**config.mk**
```make
export PLATFORM = sky130hd
export DESIGN_NAME = keypad_verify
export DESIGN_NICKNAME = d
export VERILOG_FILES = /design/src/rtl/door_lock_pkg.sv /design/src/rtl/dl_timer.sv /design/src/rtl/keypad_verify.sv
export SDC_FILE = /design/constraint.sdc
export NUM_CORES = 1
export LEC_CHECK = 0
export ABC_AREA = 1
export CORE_UTILIZATION = 45
export CTS_CLUSTER_SIZE = 8
export DETAILED_ROUTE_END_ITERATION = 16
export GPL_TIMING_DRIVEN = 0
export PLACE_DENSITY_LB_ADDON = 0.1
export SLEW_MARGIN = 20
export SYNTH_ARGS = -nofsm -noshare
export SYNTH_HDL_FRONTEND = slang
export SYNTH_SLANG_ARGS = --single-unit
```
**constraint.sdc**
```tcl
create_clock -name CLK -period 2.1 [get_ports CLK]
set_clock_uncertainty 0.15 [all_clocks]
set_input_delay 0.42 -clock CLK [delete_from_list [all_inputs] [get_ports CLK]]
set_output_delay 0.42 -clock CLK [all_outputs]
set_load 0.01 [all_outputs]
```
**src/rtl/door_lock_pkg.sv**
```systemverilog
// Shared types and constants for the door-lock keypad front end.
package door_lock_pkg;

  localparam int unsigned BCD_W = 4;

  localparam logic [BCD_W-1:0] KEY_STAR = 4'hA;
  localparam logic [BCD_W-1:0] KEY_HASH = 4'hB;

  typedef enum logic [2:0] {
    IDLE    = 3'd0,
    ENTRY   = 3'd1,
    CHECK   = 3'd2,
    OPEN    = 3'd3,
    LOCKOUT = 3'd4
  } state_e;

  // True for key codes 0-9.
  function automatic logic is_digit(input logic [BCD_W-1:0] code);
    return code <= 4'd9;
  endfunction

endpackage

```
**src/rtl/dl_timer.sv**
```systemverilog
// Loadable down-counter shared by the OPEN and LOCKOUT windows; stops at zero.
module dl_timer #(
  parameter int unsigned W = 4
) (
  input  logic         clk_i,
  input  logic         rst_n_i,
  input  logic         load_i,
  input  logic         dec_i,
  input  logic [W-1:0] load_val_i,
  output logic         zero_o
);

  logic [W-1:0] cnt_q;
  logic [W-1:0] cnt_d;

  // Load has priority; decrement never wraps below zero.
  always_comb begin
    cnt_d = cnt_q;
    if (load_i) begin
      cnt_d = load_val_i;
    end else if (dec_i && (cnt_q != '0)) begin
      cnt_d = cnt_q - W'(1);
    end
  end

  // Count register with synchronous active-low reset.
  always_ff @(posedge clk_i) begin
    if (!rst_n_i) begin
      cnt_q <= '0;
    end else begin
      cnt_q <= cnt_d;
    end
  end

  assign zero_o = (cnt_q == '0);

endmodule

```
**src/rtl/keypad_verify.sv**
```systemverilog
// Keypad entry, code verification, open window and failed-attempt lockout.
module keypad_verify
  import door_lock_pkg::*;
#(
  parameter int unsigned DIGITS      = 4,
  parameter int unsigned MAX_FAIL    = 3,
  parameter int unsigned OPEN_CYCLES = 1000,
  parameter int unsigned LOCK_CYCLES = 5000
) (
  input  logic                    CLK,
  input  logic                    RESET_N,
  input  logic                    KEY_VALID,
  input  logic [3:0]              KEY_CODE,
  input  logic [BCD_W*DIGITS-1:0] PW,
  input  logic [BCD_W*DIGITS-1:0] PW_TEMP,
  input  logic                    PW_TEMP_VALID,
  output logic [BCD_W*DIGITS-1:0] DISPLAY,
  output logic                    CORRECT,
  output logic                    PW_TEMP_RESET,
  output logic                    ALARM,
  output logic [1:0]              FAIL_CNT
);

  localparam int unsigned DW   = BCD_W * DIGITS;
  localparam int unsigned CW   = $clog2(DIGITS + 1);
  localparam int unsigned FW   = 2;
  localparam int unsigned MAXC = (OPEN_CYCLES > LOCK_CYCLES) ? OPEN_CYCLES : LOCK_CYCLES;
  localparam int unsigned TW   = (MAXC > 1) ? $clog2(MAXC) : 1;

  localparam logic [TW-1:0] OPEN_LOAD = TW'(OPEN_CYCLES - 1);
  localparam logic [TW-1:0] LOCK_LOAD = TW'(LOCK_CYCLES - 1);

  state_e        state_q;
  logic [DW-1:0] display_q;
  logic [CW-1:0] count_q;
  logic [FW-1:0] fail_cnt_q;
  logic          submit_full_q;
  logic          correct_q;
  logic          tmp_rst_q;
  logic          alarm_q;

  logic          t_load;
  logic          t_dec;
  logic [TW-1:0] t_val;
  logic          t_zero;

  // Key decode; codes C-F never count as accepted keys.
  logic          key_ok;
  logic          key_dig;
  logic          key_star;
  logic          key_hash;
  logic          full;
  logic [DW-1:0] shifted;
  logic          pw_hit;
  logic          tmp_hit;
  logic          match;
  logic          miss_lock;

  assign key_ok    = KEY_VALID && (KEY_CODE <= KEY_HASH);
  assign key_dig   = KEY_VALID && is_digit(KEY_CODE);
  assign key_star  = KEY_VALID && (KEY_CODE == KEY_STAR);
  assign key_hash  = KEY_VALID && (KEY_CODE == KEY_HASH);
  assign full      = (count_q == CW'(DIGITS));
  assign shifted   = {display_q[DW-BCD_W-1:0], KEY_CODE};
  assign pw_hit    = submit_full_q && (display_q == PW);
  assign tmp_hit   = submit_full_q && PW_TEMP_VALID && (display_q == PW_TEMP);
  assign match     = pw_hit || tmp_hit;
  assign miss_lock = ((fail_cnt_q + FW'(1)) == FW'(MAX_FAIL));

  // Timer control: load on entering OPEN/LOCKOUT or on a key while open.
  always_comb begin
    t_load = 1'b0;
    t_dec  = 1'b0;
    t_val  = OPEN_LOAD;
    case (state_q)
      CHECK: begin
        if (match) begin
          t_load = 1'b1;
        end else if (miss_lock) begin
          t_load = 1'b1;
          t_val  = LOCK_LOAD;
        end
      end
      OPEN: begin
        if (key_ok) t_load = 1'b1;
        else        t_dec  = 1'b1;
      end
      LOCKOUT: t_dec = 1'b1;
      default: ;
    endcase
  end

  dl_timer #(.W(TW)) u_timer (
    .clk_i      (CLK),
    .rst_n_i    (RESET_N),
    .load_i     (t_load),
    .dec_i      (t_dec),
    .load_val_i (t_val),
    .zero_o     (t_zero)
  );

  // Main sequencer with registered outputs.
  always_ff @(posedge CLK) begin
    if (!RESET_N) begin
      state_q       <= IDLE;
      display_q     <= '0;
      count_q       <= '0;
      fail_cnt_q    <= '0;
      submit_full_q <= 1'b0;
      correct_q     <= 1'b0;
      tmp_rst_q     <= 1'b0;
      alarm_q       <= 1'b0;
    end else begin
      tmp_rst_q <= 1'b0;
      case (state_q)
        IDLE: begin
          if (key_dig) begin
            display_q <= DW'(KEY_CODE);
            count_q   <= CW'(1);
            state_q   <= ENTRY;
          end
        end
        ENTRY: begin
          if (key_dig) begin
            if (!full) begin
              display_q <= shifted;
              count_q   <= count_q + CW'(1);
            end
          end else if (key_star) begin
            display_q <= '0;
            count_q   <= '0;
            state_q   <= IDLE;
          end else if (key_hash) begin
            submit_full_q <= full;
            // Temp-code consume pulse lines up with the CHECK cycle; PW wins a tie.
            tmp_rst_q     <= full && PW_TEMP_VALID && (display_q == PW_TEMP) &&
                             (display_q != PW);
            state_q       <= CHECK;
          end
        end
        CHECK: begin
          display_q <= '0;
          count_q   <= '0;
          if (match) begin
            fail_cnt_q <= '0;
            correct_q  <= 1'b1;
            state_q    <= OPEN;
          end else begin
            fail_cnt_q <= fail_cnt_q + FW'(1);
            if (miss_lock) begin
              alarm_q <= 1'b1;
              state_q <= LOCKOUT;
            end else begin
              state_q <= IDLE;
            end
          end
        end
        OPEN: begin
          if (key_dig && !full) begin
            display_q <= shifted;
            count_q   <= count_q + CW'(1);
          end
          if (!key_ok && t_zero) begin
            display_q <= '0;
            count_q   <= '0;
            correct_q <= 1'b0;
            state_q   <= IDLE;
          end
        end
        LOCKOUT: begin
          if (t_zero) begin
            fail_cnt_q <= '0;
            alarm_q    <= 1'b0;
            state_q    <= IDLE;
          end
        end
        default: state_q <= IDLE;
      endcase
    end
  end

  assign DISPLAY       = display_q;
  assign CORRECT       = correct_q;
  assign PW_TEMP_RESET = tmp_rst_q;
  assign ALARM         = alarm_q;
  assign FAIL_CNT      = fail_cnt_q;

endmodule

```
[Word-level counts from Yosys, hierarchy flattened]
Index checks and enable logic that the tools add are counted.
Storage, ports and cells
  register bits after elaboration: 41
  word-level logic and storage cells: 114
Operators by class
  add/subtract/negate cells: 3
  $lt $le $gt $ge: 2
  eq/ne operators: 22
  multiplexer cells: 43
  bitwise gates (word level): 5
  reduce and logical (&&, ||, !) cells: 30
Operator list (count)
  $mux W16: 6
  $mux W13: 5
  $pmux W16 S4: 1
  $mux W3: 13
  $eq A16 B16 Y1: 2
  $ne A16 B16 Y1: 1
  $pmux W3 S5: 1
  $ne A2 B2 Y1 const B: 7
  $logic_and A1 B1 Y1: 13
  $logic_not A13 Y1: 1
  $reduce_bool A13 Y1: 1
  $sub A13 B1 Y13 const B: 1
  $ne A3 B3 Y1 const B: 4
  $pmux W3 S4: 1
  $reduce_and A5 Y1: 2
  $mux W1: 9
  $eq A4 B4 Y1 const B: 2
  $le A4 B4 Y1 const B: 2
  $pmux W1 S2: 4
  $reduce_and A4 Y1: 2
  $eq A3 B2 Y1 const B: 2
  $eq A3 B3 Y1 const B: 2
  $reduce_bool A2 Y1: 3
  $not A1 Y1: 5
  other kinds (13): 15

[Logic depth before layout (Yosys ltp)]
Gate-level depths: netlist of the first run.
  depth after elaboration: 7
  mapped depth: 14

[Hierarchy]
From an unflattened synthesis of the first run, not the netlist that was laid out.
Second synthesis, totals
  cells, all modules: 481
  area total of the unflattened synthesis: 2916.5 µm²
Modules (own cells, without submodules)
  keypad_verify: times used 1, cells each 328, area each 1975.6 µm², seq. area each 560.5 µm²
  dl_timer: times used 1, cells each 153, area each 940.9 µm², seq. area each 260.2 µm²

[Worst setup path before layout of the first run]
Ideal clock, no wire load.
  path kind: input to register
  start: input KEY_VALID
  end: register display_q[3], in the netlist DISPLAY[3]
  setup time: 0.128 ns
  arrival: 1.520 ns
  slack: 0.303 ns
  stages on the path: 12
  path buffers: 1
  cells stage by stage: inv_1 -> a21oi_2 -> nand2_1 -> nand3_1 -> nand3_1 -> inv_1 -> nand2_2 -> a21oi_4 -> buf_2 -> nand2_1 -> nand2_1 -> nor2_1
Between the ends
  word-level cells in the longest chain between the ends: 5
  elaborated cells between the ends (all ways): 14
  classes of those cells: eq/ne: 4; mux: 3; reduce/logical: 7
Ends and longest elaborated chain
  start, declared: RTL line keypad_verify.sv:12  | input logic KEY_VALID,
  $logic_and A1 B1 Y1: RTL line keypad_verify.sv:59  | assign key_ok = KEY_VALID && (KEY_CODE <= KEY_HASH);
  $logic_not A1 Y1: RTL line keypad_verify.sv:163  | if (!key_ok && t_zero) begin
  $logic_and A1 B1 Y1: RTL line keypad_verify.sv:163
  $ne A3 B3 Y1 (no line) or $mux W16 (tied branches)
  $reduce_and A5 Y1 (no line) or $pmux W16 S4 (tied branches)
  end signal, assigned: RTL line keypad_verify.sv:118  | display_q <= DW'(KEY_CODE);
  end signal, assigned: RTL line keypad_verify.sv:126  | display_q <= shifted;
  end signal, assigned: RTL line keypad_verify.sv:160  | display_q <= shifted;
  end, declared: RTL line keypad_verify.sv:34  | logic [DW-1:0] display_q;
Several ways; a longest one is shown, not always the timed one.
A chain may end at the register's enable or synchronous reset.

[Worst setup path after layout of the first run]
  start: input PW[2]
  end: register u_timer.cnt_q[8]
Between the ends
  word-level cells in the longest chain between the ends: 6
  elaborated cells between the ends (all ways): 9
  classes of those cells: eq/ne: 1; mux: 5; reduce/logical: 3
Ends and longest elaborated chain
  start, declared: RTL line keypad_verify.sv:14  | input logic [BCD_W*DIGITS-1:0] PW,
  $eq A16 B16 Y1 (*): RTL line keypad_verify.sv:65  | assign pw_hit = submit_full_q && (display_q == PW);
  $logic_and A1 B1 Y1 (*): RTL line keypad_verify.sv:65
  $logic_or A1 B1 Y1 (*): RTL line keypad_verify.sv:67  | assign match = pw_hit || tmp_hit;
  $mux W1 or $mux W13 (tied branches): RTL line keypad_verify.sv:77  | if (match) begin
  $pmux W1 S2 or $mux W13 (tied branches): RTL line keypad_verify.sv:75  | case (state_q)
  $mux W13 or $reduce_bool A2 Y1 (tied branches)
  end signal, assigned: RTL line dl_timer.sv:31  | cnt_q <= cnt_d;
  end, declared: RTL line dl_timer.sv:13  | logic [W-1:0] cnt_q;
Every way passes the cells marked *; elsewhere a longest branch is shown, timed or not.

==> flow_summary_export.csv, run 1 <==
group,metric,value,unit
run_status,status,"complete, no violations",
route,wl_per_cell,12.4,um
route,ant_nets,0,
route,highest_layer,"met4",
yosys,synth_fp_nets,550,
final_layout,fillers,560,
final_layout,fin_cells,665,
clock_tree,cts.sinks,41,
yosys,synth_area,2890,sq um
critical_path,endpoint_kind,"register",
route,wl_met3,358,um
timing,maxSlewViolCount,0,
grt,first_global_vias,2866,
min_path,min_path_type,"reg2reg",
power,clock_power_share,19.5,%
floorplan,rows,28,
route,routed_wl,8.23,mm
route,route.vias.total,3271,
final_layout,fin_area,4130,sq um
clock_tree,cts_buffers,5,
critical_path,crit_fanout,6,
floorplan,start_util,47.7,%
clock_tree,h-tree-depth,2,
yosys,async_flop_share,0,%
grt,grt_antenna_before_repair,0,
floorplan,chipWidth,82.2,um
timing,max_freq,497,MHz
timing,period_share,95.9,%
power,combPwrFrac,48.1,%
timing,fin_ws,0.0864,ns
grt,grt_usage,22.8,%
critical_path,required,2.14,ns
floorplan,die_area,6750,sq um
clock_tree,cts.path.max_buffers,2,
final_layout,area_growth,42.9,%
power,p_switching,1.34,mW
final_layout,fin_util,68.2,%
yosys,synth_area_per_cell,5.73,sq um
clock_tree,cts_tree,"yes",
timing,rsz0062_at_grt,"yes",
floorplan,die_h,82.2,um
grt,grt.overflow.total,0,
timing,relSlewSlack,60.6,%
place,preCtsSetupSlack,-0.543,ns
place,dp.cells,639,
final_layout,drive_above_1_share,13.6,%
floorplan,io_pins,61,
place,hpwl,5.77,mm
clock_tree,clk_latency,0.29,ns
final_layout,layout_common_cells,"nand2_1, nor2_1, inv_1, dfxtp_1, clkdlybuf4s50_1",
power,netSwitchingFraction,39.6,%
clock_tree,root_buffer,"clkbuf_8",
floorplan,coreArea,6060,sq um
route,drcViolationCount,0,
power,power_density,821,nW/um^2
clock_tree,clkTransAtPathRegs,0.08,ns
final_layout,fin_nets,634,
critical_path,crit_arrival,2.05,ns
route,drt_iter0_drc,159,
final_layout,antennaDiodeCount,0,
critical_path,cp-start-kind,"input port",
route,drt-met1-wl,3.48,mm
place,place_congestion,0.873,
clock_tree,cts_hold_buf,0,
critical_path,worstSetupPathType,"in2reg",
yosys,synth-edff-count,0,
timing,hold_viol_final,0,
run,cap_viol_max_count,0,
timing,fin_tns_setup,0,ns
yosys,syn_inst,505,
timing,max_slew.worst_pin.slew,0.590,ns
timing,setup_viol,0,
final_layout,final_common_cell,"nand2_1",
route,met2_length,4.25,mm
route,drt_first_pass_iters,4,
yosys,synth-seq-area-share,28.4,%
yosys,synth-main-ff-cell,"dfxtp_1",
power,internal-power,2.05,mW
power,seqPwrFrac,32.4,%
grt,grt_pass1_wl,11.9,mm
power,vdd_ir_drop_max,424,uV
timing,min_period,2.01,ns
route,post_drt_via_cell_ratio,4.92,
place,port_buffers,59,
yosys,ys_warn_count,0,
yosys,ys_ff_latch,41,
place,placed_cell_area,3580,sq um
grt,grt_max_degree,13,
power,p_leak,2.35,nW
yosys,synth_cell_types,33,
power by group through the flow:
| stage | Combinational, mW | Clock [mW] | Sequential [mW] |
|---|---|---|---|
| finish | 1.63 | 0.662 | 1.10 |
| global route | 1.82 | 0.706 | 1.12 |
| CTS | 1.49 | 0.678 | 1.09 |
| detailed placement | 1.42 | 0 | 1.11 |
| global placement | 1.38 | 0 | 1.11 |
| floorplan | 0.888 | 0 | 1.12 |
sequential cells by signal (all words and copies together) (netlist names):
name / cells
CORRECT: 1
u_timer.cnt_q: 13
submit_full_q: 1
ALARM: 1
PW_TEMP_RESET: 1
count_q: 3
DISPLAY: 16
FAIL_CNT: 2
state_q: 3
routing by layer:
metal	vias to the layer above	global-route usage, %
li1	1697	-
met2	75	44.0
met5	-	0
met4	0	7.54
met1	1486	25.5
met3	13	2.97
metrics by stage:
stage               power, mW  hold slack [ns]
CTS                      3.26            0.325
global placement         2.49            0.307
floorplan                2.01            0.316
global route             3.65            0.354
detailed placement       2.53            0.305
finish                   3.39            0.322
path summary, 6_finish.rpt:
kind                            end  cells past startpoint  slack (ns)  startpoint
setup reg to reg  u_timer.cnt_q[10]                      9        0.09  state_q[1]
hold reg to reg             CORRECT                      2        0.32     CORRECT
hold / removal              CORRECT                      2        0.32     CORRECT
setup / recovery   u_timer.cnt_q[8]                     13        0.09       PW[2]
layout make-up:
| type | instances | area (sq um) | share of cell area, % |
|---|---|---|---|
| clock inverters | 1 | 30.0 | 0.727 |
| clock buffers | 7 | 86.3 | 2.09 |
| plain buffers | 9 | 63.8 | 1.54 |
| well taps | 75 | 93.8 | 2.27 |
| repair buffers | 76 | 812 | 19.7 |
| multi-input cells | 374 | 1910 | 46.3 |
| inverters | 82 | 308 | 7.45 |
| flip-flops and latches | 41 | 826 | 20.0 |
critical path, cell delays in order:
cell and delay [ns]:
clkdlybuf4s50_1 0.48, nand2_1 0.06, nand2_1 0.06, nor2_1 0.04, nand2_1 0.10, nor2_4 0.05, nand3_4 0.10, nand2_8 0.09
buf_6 0.13, a21boi_4 0.24, nand2_1 0.09, o21ai_1 0.13, inv_1 0.05
Yosys cell counts, types with 2 or more instances:
cell	number	area, sq um
nand4_1	9	56.3
nor3_1	4	20.0
buf_6	2	22.5
nor2_1	92	345
nor2_2	4	25.0
nand2_2	3	18.8
a21oi_1	13	65.1
buf_1	2	7.51
xnor2_1	3	26.3
dfxtp_1	41	821
o21ai_0	10	50.1
nand3_1	29	145
inv_2	4	15.0
nand2_1	176	661
clkbuf_1	3	11.3
inv_1	78	293
xor2_1	11	96.3
ha_1	5	62.6
buf_2	2	10.0
what timing repair did:
action / in CTS / in global routing
setup endpoints to repair: 28 / 36
cloned: 0 / 2
gates resized for setup: 18 / 69
buffers inserted: 2 / 14
pin swaps: 3 / 39
cell families (layout without fill, tap and decap cells):
kind of cell               Yosys count  count (layout)  share of synthesized area (%)
buffers and inverters               91             175                           12.4
DFF                                 41              41                           28.4
and+or+nand+nor                    322             323                           46.0
adders and majority gates            5               5                           2.16
AOI/OAI and AO/OA                   32              32                           6.84
xor gates and xnor gates            14              14                           4.24
(Power assumes the default switching activity.)
==> run 2: changes to the inputs <==
--- a/config.mk
+++ b/config.mk
@@ -6,7 +6,7 @@
 export NUM_CORES = 1
 export LEC_CHECK = 0
 export ABC_AREA = 1
-export CORE_UTILIZATION = 45
+export CORE_UTILIZATION = 40
 export CTS_CLUSTER_SIZE = 8
 export DETAILED_ROUTE_END_ITERATION = 16
 export GPL_TIMING_DRIVEN = 0
==> run 2 against run 1 <==
Effect of this change: total power grew 1.5%; via count decreased by 1.8%; global-route usage shrank 2.5 points; combinational power is 4% lower; cell area decreased by 0.45%; final cell count is 2.4% higher; critical path type is now reg2reg; largest power group unchanged.
==> flow_summary_export.csv, run 2 (synthesis results as in run 1) <==
group,metric,value,unit
clock_tree,cts_hold_buf,0,
grt,grt_max_degree,15,
run,cap_viol_max_count,0,
timing,rsz0062_at_grt,"yes",
clock_tree,cts.path.max_buffers,2,
critical_path,crit_fanout,6,
route,ant_nets,0,
floorplan,io_pins,61,
grt,grt_usage,20.4,%
route,drt_iter0_drc,170,
power,power_density,837,nW/um^2
clock_tree,root_buffer,"clkbuf_8",
grt,grt_antenna_before_repair,0,
final_layout,antennaDiodeCount,0,
min_path,min_path_type,"reg2reg",
critical_path,cpPeakStageDelay,0.35,ns
clock_tree,cts_buffers,5,
floorplan,die_h,87.0,um
timing,period_share,96.5,%
timing,fin_tns_setup,0,ns
power,clock_power_share,22.6,%
timing,maxSlewViolCount,0,
place,hpwl,5.68,mm
place,port_buffers,59,
power,seqPwrFrac,32.0,%
timing,setup_viol,0,
floorplan,rows,30,
power,p_leak,2.33,nW
clock_tree,cts.sinks,41,
timing,max_freq,493,MHz
floorplan,die_area,7570,sq um
power,netSwitchingFraction,38.8,%
critical_path,required,2.15,ns
run_status,status,"complete, no violations",
route,wl_per_cell,11.4,um
timing,hold_viol_final,0,
grt,first_global_vias,2875,
final_layout,area_growth,42.2,%
critical_path,crit_chain,"nor2_2, inv_2, nor2_4, nand4_4, nor2_4, nor2_4, inv_2, nand2_4, a21oi_4, buf_6, buf_4, nand2_1, nand2_1, nor2_1",
power,p_switching,1.33,mW
timing,max_slew.worst_pin.slew,0.632,ns
timing,relSlewSlack,57.7,%
critical_path,crit_arrival,2.08,ns
clock_tree,h-tree-depth,2,
critical_path,worstSetupPathType,"reg2reg",
route,post_drt_via_cell_ratio,4.72,
clock_tree,clk_latency,0.30,ns
critical_path,endpoint_kind,"register",
route,routed_wl,7.75,mm
grt,grt.overflow.total,0,
final_layout,layout_common_cells,"nand2_1, nor2_1, inv_1, dfxtp_1, dlymetal6s2s_1",
floorplan,coreArea,6910,sq um
floorplan,start_util,41.9,%
place,placed_cell_area,3600,sq um
final_layout,final_common_cell,"nand2_1",
critical_path,crit_slowest_cell,"dfxtp_2",
clock_tree,clkTransAtPathRegs,0.09,ns
critical_path,cp-start-kind,"register",
final_layout,fin_nets,629,
clock_tree,cts_tree,"yes",
final_layout,drive_above_1_share,12.6,%
power,internal-power,2.11,mW
timing,whs,0.322,ns
route,drt_first_pass_iters,4,
power,vdd_ir_drop_max,412,uV
timing,min_period,2.03,ns
route,route.vias.total,3213,
final_layout,largest_register_ffs,16,
place,place_congestion,0.861,
critical_path,path_common_cell,"nor2_4",
final_layout,fin_area,4110,sq um
floorplan,chipWidth,87.0,um
power,combPwrFrac,45.4,%
grt,grt_pass1_wl,12.2,mm
route,drcViolationCount,0,
[run 2: area by class of cell]
class	count	area [sq um]
well taps	96	120
repair buffers	72	791
inverters	82	308
clock buffers	5	68.8
clock inverters	3	68.8
fillers	679	2790
plain buffers	9	60.1
flip-flops and latches	41	828
multi-input cells	373	1870
[run 2: path summary, 6_finish.rpt]
kind,start,to,slack [ns],cells after the start
max,u_timer.cnt_q[4],DISPLAY[13],0.07,14
min,ALARM,ALARM,0.32,2
max reg2reg,u_timer.cnt_q[4],DISPLAY[13],0.07,14
min reg2reg,ALARM,ALARM,0.32,2
[run 2: layer usage]
metal | vias up | routed length [um] | track usage (%) | part of all wire, %
li1 | 1692 | - | - | -
met1 | 1446 | 3350 | 24.1 | 43
met2 | 68 | 3890 | 37.9 | 50
met3 | 7 | 442 | 3.13 | 5.7
met4 | 0 | 74 | 5.45 | 0.95
met5 | - | 0 | 0 | 0
[run 2: metrics by stage]
step / setup slack (ns) / std cells / power (mW) / utilization [%]
CTS: -0.0379 / 669 / 3.33 / 55.0
detailed placement: -0.547 / 660 / 2.53 / 52.2
finish: 0.0729 / 681 / 3.44 / 59.5
global route: -0.0703 / 681 / 3.72 / 59.5
global placement: -0.546 / 660 / 2.51 / 52.2
floorplan: 0.303 / 505 / 2.01 / -
[run 2: power by group through the flow]
stage                     combinational (mW)  sequential [mW]  clock [mW]
after floorplan                        0.888             1.12           0
after global placement                  1.40             1.11           0
after detailed placement                1.41             1.12           0
after CTS                               1.44             1.10       0.792
after global routing                    1.77             1.13       0.819
final                                   1.56             1.10       0.779
[run 2: timing repair]
action / in CTS / in global routing
buffers inserted: 1 / 10
endpoints found under the setup margin: 28 / 36
gates cloned: 0 / 2
gates resized for setup: 14 / 63
pin swaps: 1 / 40
[run 2: worst max-delay path, delay by kind of cell (launching register included)]
kind / cells / cell delay (ns)
and+or+nand+nor: 9 / 0.86
DFF: 1 / 0.35
buffers and inverters: 4 / 0.41
AOI/OAI and AO/OA: 1 / 0.15
